<file path="src/rtl/alu_cmd_sequencer_pkg.sv">
// rtl/alu_cmd_sequencer_pkg.sv - shared codes and state type for the ALU command sequencer
//
// Purpose:
//    Unit-select codes (cmd_op[3:2]), ALU_FUN codes per unit (cmd_op[1:0])
//    and the sequencer FSM state type.
// Ports:
//    none (package)

package alu_cmd_sequencer_pkg;

   // Unit select, carried in cmd_op[3:2] and returned on rsp_unit
   localparam logic [1:0] ALU_ARITH = 2'b00;
   localparam logic [1:0] ALU_LOGIC = 2'b01;
   localparam logic [1:0] ALU_CMP   = 2'b10;
   localparam logic [1:0] ALU_SHIFT = 2'b11;

   // ALU_FUN codes, meaning depends on the selected unit
   localparam logic [1:0] FUN_ADD  = 2'b00;
   localparam logic [1:0] FUN_SUB  = 2'b01;
   localparam logic [1:0] FUN_MUL  = 2'b10;
   localparam logic [1:0] FUN_DIV  = 2'b11;
   localparam logic [1:0] FUN_AND  = 2'b00;
   localparam logic [1:0] FUN_OR   = 2'b01;
   localparam logic [1:0] FUN_NAND = 2'b10;
   localparam logic [1:0] FUN_NOR  = 2'b11;
   localparam logic [1:0] FUN_EQ   = 2'b00;
   localparam logic [1:0] FUN_GT   = 2'b01;
   localparam logic [1:0] FUN_LT   = 2'b10;
   localparam logic [1:0] FUN_SHR  = 2'b00;
   localparam logic [1:0] FUN_SHL  = 2'b01;

   typedef enum logic [1:0] {
      ST_IDLE  = 2'b00,
      ST_ISSUE = 2'b01,
      ST_WAIT  = 2'b10,
      ST_RESP  = 2'b11
   } seq_state_t;

endpackage

</file>
<file path="src/rtl/alu_cmd_sequencer.sv">
// rtl/alu_cmd_sequencer.sv - command/response initiator for the arith/logic/cmp/shift ALU units
//
// Purpose:
//    Accepts one command (cmd_*), drives A/B/ALU_FUN and a one-cycle enable
//    to the selected unit, waits up to TIMEOUT cycles for that unit's flag,
//    and returns the captured result (or an error) on rsp_*.
// Ports:
//    CLK, RST                         clock (rising) / async active-low reset
//    cmd_valid/cmd_ready              command handshake
//    cmd_op[3:0], cmd_a, cmd_b        unit+function, operands
//    A, B, ALU_FUN                    operands/function to the units
//    Arith/Logic/CMP/Shift_Enable     one-hot unit enables (ISSUE only)
//    Arith/Logic/CMP/Shift_OUT        unit results (Arith_OUT is RES_WIDTH)
//    Arith/Logic/CMP/Shift_Flag       unit result-valid flags
//    rsp_valid/rsp_ready              response handshake
//    rsp_data, rsp_unit, rsp_err      result, unit code, timeout error

module alu_cmd_sequencer
   import alu_cmd_sequencer_pkg::*;
#(
   parameter int WIDTH     = 16,
   parameter int RES_WIDTH = 2 * WIDTH,
   parameter int TIMEOUT   = 4
) (
   input  logic                 CLK,
   input  logic                 RST,
   input  logic                 cmd_valid,
   output logic                 cmd_ready,
   input  logic [3:0]           cmd_op,
   input  logic [WIDTH-1:0]     cmd_a,
   input  logic [WIDTH-1:0]     cmd_b,
   output logic [WIDTH-1:0]     A,
   output logic [WIDTH-1:0]     B,
   output logic [1:0]           ALU_FUN,
   output logic                 Arith_Enable,
   output logic                 Logic_Enable,
   output logic                 CMP_Enable,
   output logic                 Shift_Enable,
   input  logic [RES_WIDTH-1:0] Arith_OUT,
   input  logic [WIDTH-1:0]     Logic_OUT,
   input  logic [WIDTH-1:0]     CMP_OUT,
   input  logic [WIDTH-1:0]     Shift_OUT,
   input  logic                 Arith_Flag,
   input  logic                 Logic_Flag,
   input  logic                 CMP_Flag,
   input  logic                 Shift_Flag,
   output logic                 rsp_valid,
   input  logic                 rsp_ready,
   output logic [RES_WIDTH-1:0] rsp_data,
   output logic [1:0]           rsp_unit,
   output logic                 rsp_err
);

   localparam int CNT_W = $clog2(TIMEOUT + 1);
   // Last WAIT cycle: the counter would step to TIMEOUT on this edge
   localparam logic [CNT_W-1:0] CNT_LAST = CNT_W'(TIMEOUT - 1);

   seq_state_t             state;
   seq_state_t             state_nxt;
   logic [1:0]             unit_q;
   logic [CNT_W-1:0]       wait_cnt;
   logic                   sel_flag;
   logic [RES_WIDTH-1:0]   sel_out;
   logic                   accept;
   logic                   timeout_hit;

   assign accept      = cmd_valid && cmd_ready;
   assign timeout_hit = (wait_cnt == CNT_LAST);

   // Only the latched unit's flag/result is looked at; others are ignored
   always_comb begin
      sel_flag = 1'b0;
      sel_out  = '0;
      case (unit_q)
         ALU_ARITH: begin
            sel_flag = Arith_Flag;
            sel_out  = Arith_OUT;
         end
         ALU_LOGIC: begin
            sel_flag = Logic_Flag;
            sel_out  = RES_WIDTH'(Logic_OUT);
         end
         ALU_CMP: begin
            sel_flag = CMP_Flag;
            sel_out  = RES_WIDTH'(CMP_OUT);
         end
         default: begin
            sel_flag = Shift_Flag;
            sel_out  = RES_WIDTH'(Shift_OUT);
         end
      endcase
   end

   always_ff @(posedge CLK or negedge RST) begin
      if (!RST) begin
         state <= ST_IDLE;
      end else begin
         state <= state_nxt;
      end
   end

   always_comb begin
      state_nxt = state;
      case (state)
         ST_IDLE:  if (accept) state_nxt = ST_ISSUE;
         ST_ISSUE: state_nxt = ST_WAIT;
         ST_WAIT:  if (sel_flag || timeout_hit) state_nxt = ST_RESP;
         ST_RESP:  if (rsp_ready) state_nxt = ST_IDLE;
         default:  state_nxt = ST_IDLE;
      endcase
   end

   // All outputs are registered from state_nxt so they line up with the
   // state they belong to rather than lagging it by a cycle.
   always_ff @(posedge CLK or negedge RST) begin
      if (!RST) begin
         cmd_ready    <= 1'b1;
         A            <= '0;
         B            <= '0;
         ALU_FUN      <= 2'b00;
         unit_q       <= 2'b00;
         Arith_Enable <= 1'b0;
         Logic_Enable <= 1'b0;
         CMP_Enable   <= 1'b0;
         Shift_Enable <= 1'b0;
         wait_cnt     <= '0;
         rsp_valid    <= 1'b0;
         rsp_data     <= '0;
         rsp_unit     <= 2'b00;
         rsp_err      <= 1'b0;
      end else begin
         cmd_ready    <= (state_nxt == ST_IDLE);
         rsp_valid    <= (state_nxt == ST_RESP);
         Arith_Enable <= 1'b0;
         Logic_Enable <= 1'b0;
         CMP_Enable   <= 1'b0;
         Shift_Enable <= 1'b0;

         if (accept) begin
            A       <= cmd_a;
            B       <= cmd_b;
            ALU_FUN <= cmd_op[1:0];
            unit_q  <= cmd_op[3:2];
            case (cmd_op[3:2])
               ALU_ARITH: Arith_Enable <= 1'b1;
               ALU_LOGIC: Logic_Enable <= 1'b1;
               ALU_CMP:   CMP_Enable   <= 1'b1;
               default:   Shift_Enable <= 1'b1;
            endcase
         end

         if (state == ST_ISSUE) begin
            wait_cnt <= '0;
         end

         if (state == ST_WAIT) begin
            wait_cnt <= wait_cnt + 1'b1;
            // A flag arriving on the last allowed cycle still counts as success
            if (sel_flag) begin
               rsp_data <= sel_out;
               rsp_unit <= unit_q;
               rsp_err  <= 1'b0;
            end else if (timeout_hit) begin
               rsp_data <= '0;
               rsp_unit <= unit_q;
               rsp_err  <= 1'b1;
            end
         end
      end
   end

endmodule

</file>
<file path="config.mk">
export PLATFORM = sky130hd
export DESIGN_NAME = alu_cmd_sequencer
export DESIGN_NICKNAME = d
export VERILOG_FILES = /design/src/rtl/alu_cmd_sequencer_pkg.sv /design/src/rtl/alu_cmd_sequencer.sv
export SDC_FILE = /design/constraint.sdc
export NUM_CORES = 1
export LEC_CHECK = 0
export CAP_MARGIN = 5
export CORE_UTILIZATION = 24
export CTS_CLUSTER_DIAMETER = 120
export DETAILED_ROUTE_END_ITERATION = 7
export PLACE_DENSITY = 0.56
export SYNTH_ARGS = -nofsm -noshare
export SYNTH_HDL_FRONTEND = slang
export SYNTH_SLANG_ARGS = --single-unit
export TNS_END_PERCENT = 1
</file>
<file path="constraint.sdc">
create_clock -name CLK -period 4.8 [get_ports CLK]
set_input_delay 0.96 -clock CLK [delete_from_list [all_inputs] [get_ports CLK]]
set_output_delay 0.96 -clock CLK [all_outputs]
set_load 0.1 [all_outputs]
</file>
==> impl_metrics.ini, run 1 <==
[yosys]
synth_xor_area_frac = 0
synth_most_common_cell = dfrtp_1
yosys_warnings = 0
muxShareOfSynthArea = 0.2252
synthesis.area_sq_um = 3550
synth_top_area_frac = 0.5710
syn-num-nets = 358
synth_edf_count = 0
syn-mean-instance-area_sq_um = 15.50
ys_ff_latch = 82
ys_seq_area_frac = 0.5784
ys_types = 30
synth_top_area_cell = dfrtp_1
synth_simple_gate_area_share = 0.02291
synth_top_family_by_area = multiplexers
async_flop_share = 1.000
netlist_top_cells_area = dfrtp_1 57%, mux2_2 12%, mux4_2 11%
synth-main-ff-cell = dfrtp_1
synth-adder-area-share = 0.01762
synth_compound_area_frac = 0.1167
synth_cells = 229
yosys-top-cells-count = 81 x dfrtp_1, 37 x mux2_2, 17 x mux4_2

[timing]
worstMarginPinSlew_ps = 1034
finalMaxSlewViolations = 0
maxSlewHeadroom = 0.3109
fin_crit_sh = 0.6237
setup_viol = 0
fmax_ghz = 0.3340
rsz0062_at_grt = no
holdWs_ps = 486.2
setup-tns-final_ps = 0
hold_viol = 0
layout_min_cycle_time_ps = 2994
fin_worst_skew_ps = 3.972

[worst_setup_path]
critPathArrivalTime_ps = 2030
timing.rr.start = unit_q[1]$_DFFE_PN0P_
endpoint_kind = output pin
worstPathCellList = clkdlybuf4s50_1
worstSetupStartpointType = flip-flop
rr_worst_depth = 3
rrSetupSlack_ps = 2070
worstReg2RegEnd = rsp_unit[1]$_DFFE_PN0P_
cpLargestDelayFamily = buffers and inverters
required_ps = 3840
worst_path_largest_cell_delay_ps = 1150
slowest_stage = clkdlybuf4s50_1
path_buf_inv = 1
crit_fanout = 3
crit_type = reg2out

[clock_network]
clkTransAtPathRegs_ps = 60
holdBufCountCts = 0
tritoncts = done
clock_latency_ps = 340
root_buffer = clkbuf_16
ctsResizeCount = 0
htree_levels = 3
cts_buffers = 9
clk_path_buf_depth = 2
cts_sinks = 82
post_cts_buffers = 0

[route]
via_per_inst = 4.564
num_vias = 2793
drt-pass1-iter-count = 4
wl_um = 9747
post_drt_wl_per_cell_um = 15.93
route.detailed.drc = 0
first_iter_violations = 120
final_antenna_net_count = 0

[min_path]
holdPathEnd = rsp_data[4]$_DFFE_PN0P_
hp-class = reg2reg
hold_path.startpoint = rsp_data[4]$_DFFE_PN0P_
hold_path_depth = 1

[final_layout]
fin_nets = 552
post_layout_nonfiller_instances = 612
area_growth_pct = 68.70
n_fill_cell = 1375
layout-drive-gt1-share = 0.1822
insertedDiodeCount = 0

[floorplanning]
io_pins = 199
die_w_um = 123.6
rows = 44
die_area_sq_um = 15280
core_area_sq_um = 14480
start_util = 0.2452
die_h_um = 123.6

[placement]
numPortBuffers = 198
gp_congestion = 0.6614
placed_cells = 596
dp_hpwl_um = 7147

[global_route]
grt_max_degree = 83
overflow = 0
grt_pass1_vias = 2833
antenna_found_initial = 0
grt_usage = 0.1288
grt_pass1_wl_um = 14610

[flow_run]
maxCapViolations = 0

[status]
status = finished, final reports clean
[cells by family after synthesis]
family / Yosys count
AOI/OAI and AO/OA: 47
adders and majority gates: 5
buffers and inverters: 24
DFF: 82
muxes: 54
and+or+nand+nor: 17
[layout by cell type (no fill, tap or decap), drive strengths merged]
master	instances
o211ai	1
a31oi	1
inv	7
mux2	37
bufinv	2
nand3	2
a311oi	1
a22o	16
clkbuf	11
dfstp	1
buf	3
ha	5
nor3	2
clkdlybuf4s50	197
nor3b	1
dfrtp	81
a21oi	4
a32o	16
clkinv	2
clkinvlp	1
nor2	2
o31ai	1
o21ai	4
nand2	7
and3	1
nand3b	1
and2	1
a2bb2oi	1
a21boi	2
mux4	17
[through the flow]
step,worst slack [ps],cell area (sq um),util
finish,1806,5988,0.4136
global route,1752,5988,0.4136
CTS,1765,5988,0.4136
detailed placement,1481,5668,0.3915
global placement,1530,5668,0.3915
floorplan,2505,3550,-
[metal layers]
metal,part of all wire,track usage,vias to the layer above
li1,-,-,1260
met1,0.39,0.1488,1409
met2,0.51,0.2149,111
met3,0.077,0.04808,13
met4,0.019,0.05120,0
met5,0,0,-
[state kept, by name, indices dropped and copies added (netlist names)]
signal and flops:
rsp_unit 2, Arith_Enable 1, rsp_err 1, CMP_Enable 1, A 16, rsp_data 32
Logic_Enable 1, unit_q 2, rsp_valid 1, Shift_Enable 1, cmd_ready 1, state 2
ALU_FUN 2, wait_cnt 3, B 16
[worst max-delay path by stage]
| stage | slack (ps) | to | depth (start not counted) | startpoint |
|---|---|---|---|---|
| 6_report | 1810 | cmd_ready | 1 | cmd_ready$_DFF_PN1_ |
| 5_1_grt | 1750 | cmd_ready | 1 | cmd_ready$_DFF_PN1_ |
| 4_1_cts | 1770 | cmd_ready | 1 | cmd_ready$_DFF_PN1_ |
| 3_5_place_dp | 1480 | rsp_unit[0]$_DFFE_PN0P_ | 4 | Shift_Flag |
| 3_3_place_gp | 1530 | rsp_unit[0]$_DFFE_PN0P_ | 4 | Shift_Flag |
| 2_1_floorplan | 2500 | rsp_unit[0]$_DFFE_PN0P_ | 4 | Shift_Flag |
[cell type report]
type                       instances  area [sq um]  share of cell area
sequential                        82          2053              0.3429
clock inverter                     5         77.57             0.01295
clock buffer                      11         242.7             0.04053
inverter                           7         26.28            0.004388
tap                              184         230.2             0.03845
timing repair buffer             200          1994              0.3331
multi-input combinational        123          1364              0.2277
Power of run 1 is left out: the tool's default activity adds up to more than one toggle a clock period on the data nets, which glitch-free logic cannot reach.
==> run 2: changes to the inputs <==
Settings changed: PLACE_DENSITY 0.56 to 0.58.
Clock period 4.8 ns to 2.5 ns, I/O delays scaled along.
==> run 2 against run 1 <==
First-iteration DRC count is 18% lower. Setup slack got worse by 1300 ps. Cell count up 1.1%. Register-to-register slack got worse by 1400 ps. Clock skew increased by 3.6 ps. Count of clock-buffer cells in the layout unchanged. Non-clock buffer count increased by 7.
==> impl_metrics.ini, run 2 (synthesized netlist as in run 1, its figures left out) <==
[route]
via_per_inst = 4.467
wl_um = 9653
route.detailed.drc = 0
drt-pass1-iter-count = 4
first_iter_violations = 99
post_drt_wl_per_cell_um = 15.59
final_antenna_net_count = 0
num_vias = 2765

[flow_run]
maxCapViolations = 0

[final_layout]
layout_common_cells = 122 x clkdlybuf4s50_1, 82 x buf_4, 81 x dfrtp_1, 37 x mux2_2, 17 x mux4_2
fin_area_sq_um = 5867
area_growth_pct = 65.28
post_layout_nonfiller_instances = 619
final_common_cell = clkdlybuf4s50_1
top_regs = rsp_data: 32 flops, A: 16 flops, B: 16 flops
layout-drive-gt1-share = 0.3678
largest_register_ffs = 32
regMostFlops = rsp_data
fin_nets = 559
insertedDiodeCount = 0

[worst_setup_path]
critPathArrivalTime_ps = 2180
crit_type = in2reg
crit_fanout = 10
slowest_stage = mux4_2
path_buf_inv = 1
worstReg2RegEnd = rsp_data[29]$_DFFE_PN0P_
worstSetupStartpointType = input port
worst_path_largest_cell_delay_ps = 510
timing.rr.start = state[0]$_DFF_PN0_
cpLargestDelayFamily = multiplexers
rrSetupSlack_ps = 620
endpoint_kind = flip-flop
required_ps = 2730
worstPathCellList = clkdlybuf4s50_1 -> mux4_2 -> o21ai_4 -> mux2_2
rr_worst_depth = 5

[placement]
placed_cells = 603
numPortBuffers = 198
placedInstanceArea_sq_um = 5570
dp_hpwl_um = 7317
pre_cts_ws_ps = 174.3
gp_congestion = 0.7067

[timing]
fin_crit_sh = 0.7818
setup_ws_ps = 545.4
setup_viol = 0
finalMaxSlewViolations = 0
hold_viol = 0
fin_worst_skew_ps = 7.576
rsz0062_at_grt = no
layout_min_cycle_time_ps = 1955
setup-tns-final_ps = 0
maxSlewHeadroom = 0.6380
worstMarginPinSlew_ps = 543.1
fmax_ghz = 0.5116

[global_route]
grt_pass1_vias = 2782
antenna_found_initial = 0
grt_pass1_wl_um = 14600
overflow = 0
grt_usage = 0.1287
grt_max_degree = 43

[clock_network]
cts_sinks = 82
cts_buffers = 9
clock_latency_ps = 340
tritoncts = done
ctsResizeCount = 0
post_cts_buffers = 0
clk_path_buf_depth = 2
htree_levels = 3
clkTransAtPathRegs_ps = 60
root_buffer = clkbuf_16
holdBufCountCts = 0

[floorplanning]
die_h_um = 123.6
io_pins = 199
start_util = 0.2452
die_w_um = 123.6
rows = 44
die_area_sq_um = 15280
core_area_sq_um = 14480

[status]
status = finished, final reports clean

[min_path]
hp-class = in2async
==> run 2: changes by cell type in the layout (fill, tap and decap cells not counted) <==
| cell | change |
|---|---|
| buf_12 | +3 |
| buf_4 | +79 |
| bufinv_16 | -1 |
| clkdlybuf4s50_1 | -75 |
| clkinv_2 | +1 |
| clkinv_4 | +1 |
| clkinvlp_4 | -1 |
==> run 2: layout make-up <==
| type | instances | area (sq um) |
|---|---|---|
| Sequential cell | 82 | 2053 |
| Inverter | 7 | 26.28 |
| Multi-Input combinational cell | 123 | 1364 |
| Fill cell | 1393 | 8612 |
| Timing Repair Buffer | 207 | 1897 |
| Clock buffer | 11 | 242.7 |
| Tap cell | 184 | 230.2 |
| Clock inverter | 5 | 53.80 |
==> run 2: worst max-delay path by stage <==
stage / cells past startpoint / to / startpoint / slack (ps)
2_1_floorplan: 4 / ALU_FUN[1]$_DFFE_PN0P_ / cmd_ready$_DFF_PN1_ / 410
3_3_place_gp: 4 / rsp_unit[0]$_DFFE_PN0P_ / Arith_Flag / 190
3_5_place_dp: 4 / rsp_unit[1]$_DFFE_PN0P_ / Arith_Flag / 170
4_1_cts: 4 / rsp_unit[1]$_DFFE_PN0P_ / Arith_Flag / 540
5_1_grt: 5 / rsp_data[29]$_DFFE_PN0P_ / state[0]$_DFF_PN0_ / 480
6_report: 4 / rsp_unit[1]$_DFFE_PN0P_ / Arith_Flag / 550
==> run 2: layer usage <==
layer | global-route usage | up-vias | part of all wire
li1 | - | 1281 | -
met1 | 0.1538 | 1362 | 0.40
met2 | 0.2083 | 108 | 0.50
met3 | 0.03480 | 14 | 0.067
met4 | 0.07380 | 0 | 0.025
met5 | 0 | - | 0
==> run 2: per-stage QoR <==
stage,utilization,hold slack (ps)
2_1_floorplan,-,204.4
3_3_place_gp,0.3847,477.0
3_5_place_dp,0.3847,482.2
4_1_cts,0.4052,143.4
5_1_grt,0.4052,177.3
6_report,0.4052,142.0
Power of run 2 is left out for the same reason.
==> run 3: changes to the inputs <==
Settings changed: PLACE_DENSITY 0.58 to 0.56.
Clock period 2.5 ns to 1.9 ns, I/O delays scaled along.
==> run 3 against run 2 <==
Non-clock buffer count increased by 11. Design area is 1.6% higher. Count of clock-buffer cells in the layout fell by 1. Worst hold slack gained 350 ps. Cell count up 1.5%. Critical path type unchanged. Wire length is 0.81% higher. Flip-flop and latch count unchanged. Die area is the same. Sequential share of layout area down 0.49 points.
==> impl_metrics.ini, run 3 (synthesized netlist as in run 1, its figures left out) <==
[clock_network]
ctsResizeCount = 0
clkTransAtPathRegs_ps = 60
cts_sinks = 82
clock_latency_ps = 330
root_buffer = clkbuf_16
post_cts_buffers = 0
htree_levels = 3
cts_buffers = 9
tritoncts = done
clk_path_buf_depth = 2
holdBufCountCts = 1

[worst_setup_path]
rrSetupSlack_ps = 180
crit_type = in2reg
worstSetupStartpointType = input port
critPathArrivalTime_ps = 2040
crit_fanout = 23
rr_worst_depth = 4
endpoint_kind = flip-flop
required_ps = 2160

[final_layout]
largest_register_ffs = 32
n_fill_cell = 1377
regMostFlops = rsp_data
top_regs = rsp_data: 32 flops, A: 16 flops, B: 16 flops
area_growth_pct = 67.92
fin_nets = 570
layout-drive-gt1-share = 0.3784
final_common_cell = clkdlybuf4s50_1
insertedDiodeCount = 0
layout_common_cells = 122 x clkdlybuf4s50_1, 88 x buf_4, 81 x dfrtp_1, 37 x mux2_2, 17 x mux4_2
fin_area_sq_um = 5961

[placement]
dp_hpwl_um = 7641
placedInstanceArea_sq_um = 5699
gp_congestion = 0.7259
numPortBuffers = 198

[global_route]
grt_max_degree = 29
overflow = 0
grt_pass1_wl_um = 14710
grt_usage = 0.1275
grt_pass1_vias = 2811
antenna_found_initial = 0

[route]
drt-pass1-iter-count = 4
final_antenna_net_count = 0
route.detailed.drc = 0
via_per_inst = 4.451
num_vias = 2795
first_iter_violations = 127
wl_um = 9731
post_drt_wl_per_cell_um = 15.50

[timing]
rsz0062_at_grt = no
layout_min_cycle_time_ps = 1780
finalMaxSlewViolations = 0
worstMarginPinSlew_ps = 362.1
fin_crit_sh = 0.9368
setup_viol = 0
fin_worst_skew_ps = 8.202
fmax_ghz = 0.5618
hold_viol = 0
maxSlewHeadroom = 0.7586

[floorplanning]
die_h_um = 123.6
start_util = 0.2452
rows = 44
die_area_sq_um = 15280
die_w_um = 123.6
io_pins = 199
core_area_sq_um = 14480

[min_path]
hold_path_depth = 1
hp-class = reg2reg

[status]
status = finished, final reports clean

[flow_run]
maxCapViolations = 0
[run 3: layout make-up]
type                            count  area, sq um  share of cell area
Inverter                            7        26.28            0.004408
Tap cell                          184        230.2             0.03862
Multi-Input combinational cell    123         1364              0.2288
Sequential cell                    82         2057              0.3451
Clock buffer                       10        229.0             0.03841
Clock inverter                      4        22.52            0.003778
Timing Repair Buffer              218         2032              0.3409
[run 3: stage by stage]
step	TNS [ps]	setup WS [ps]	hold slack, ps	cells	util
finish	0	120.0	493.0	628	0.4117
global placement	-5527	-187.8	322.1	613	0.3936
floorplan	-495.3	-62.00	84.41	229	-
detailed placement	-6235	-215.3	322.4	613	0.3936
global route	0	55.72	516.9	628	0.4117
CTS	0	124.5	496.4	628	0.4117
[run 3: critical path, stage by stage]
cell and delay, ps:
clkdlybuf4s50_1 440, mux4_2 510, o21ai_4 220, buf_4 300
a22o_1 180
[run 3: layer usage]
| layer | routed length (um) | share of wire | vias to the layer above | GRT usage |
|---|---|---|---|---|
| li1 | - | - | 1299 | - |
| met1 | 3959 | 0.41 | 1384 | 0.1597 |
| met2 | 4935 | 0.51 | 100 | 0.2087 |
| met3 | 719 | 0.074 | 12 | 0.03938 |
| met4 | 117 | 0.012 | 0 | 0.04066 |
| met5 | 0 | 0 | - | 0 |
[run 3: path summary, 6_finish.rpt]
path	from	to
worst max-delay path	Arith_Flag	rsp_data[30]$_DFFE_PN0P_
worst min-delay path	rsp_data[1]$_DFFE_PN0P_	rsp_data[1]$_DFFE_PN0P_
worst max register to register	unit_q[0]$_DFFE_PN0P_	rsp_data[30]$_DFFE_PN0P_
worst min register to register	rsp_data[1]$_DFFE_PN0P_	rsp_data[1]$_DFFE_PN0P_
max in group asynchronous	RST	A[14]$_DFFE_PN0P_
min in group asynchronous	RST	ALU_FUN[1]$_DFFE_PN0P_
Power of run 3 is left out for the same reason.
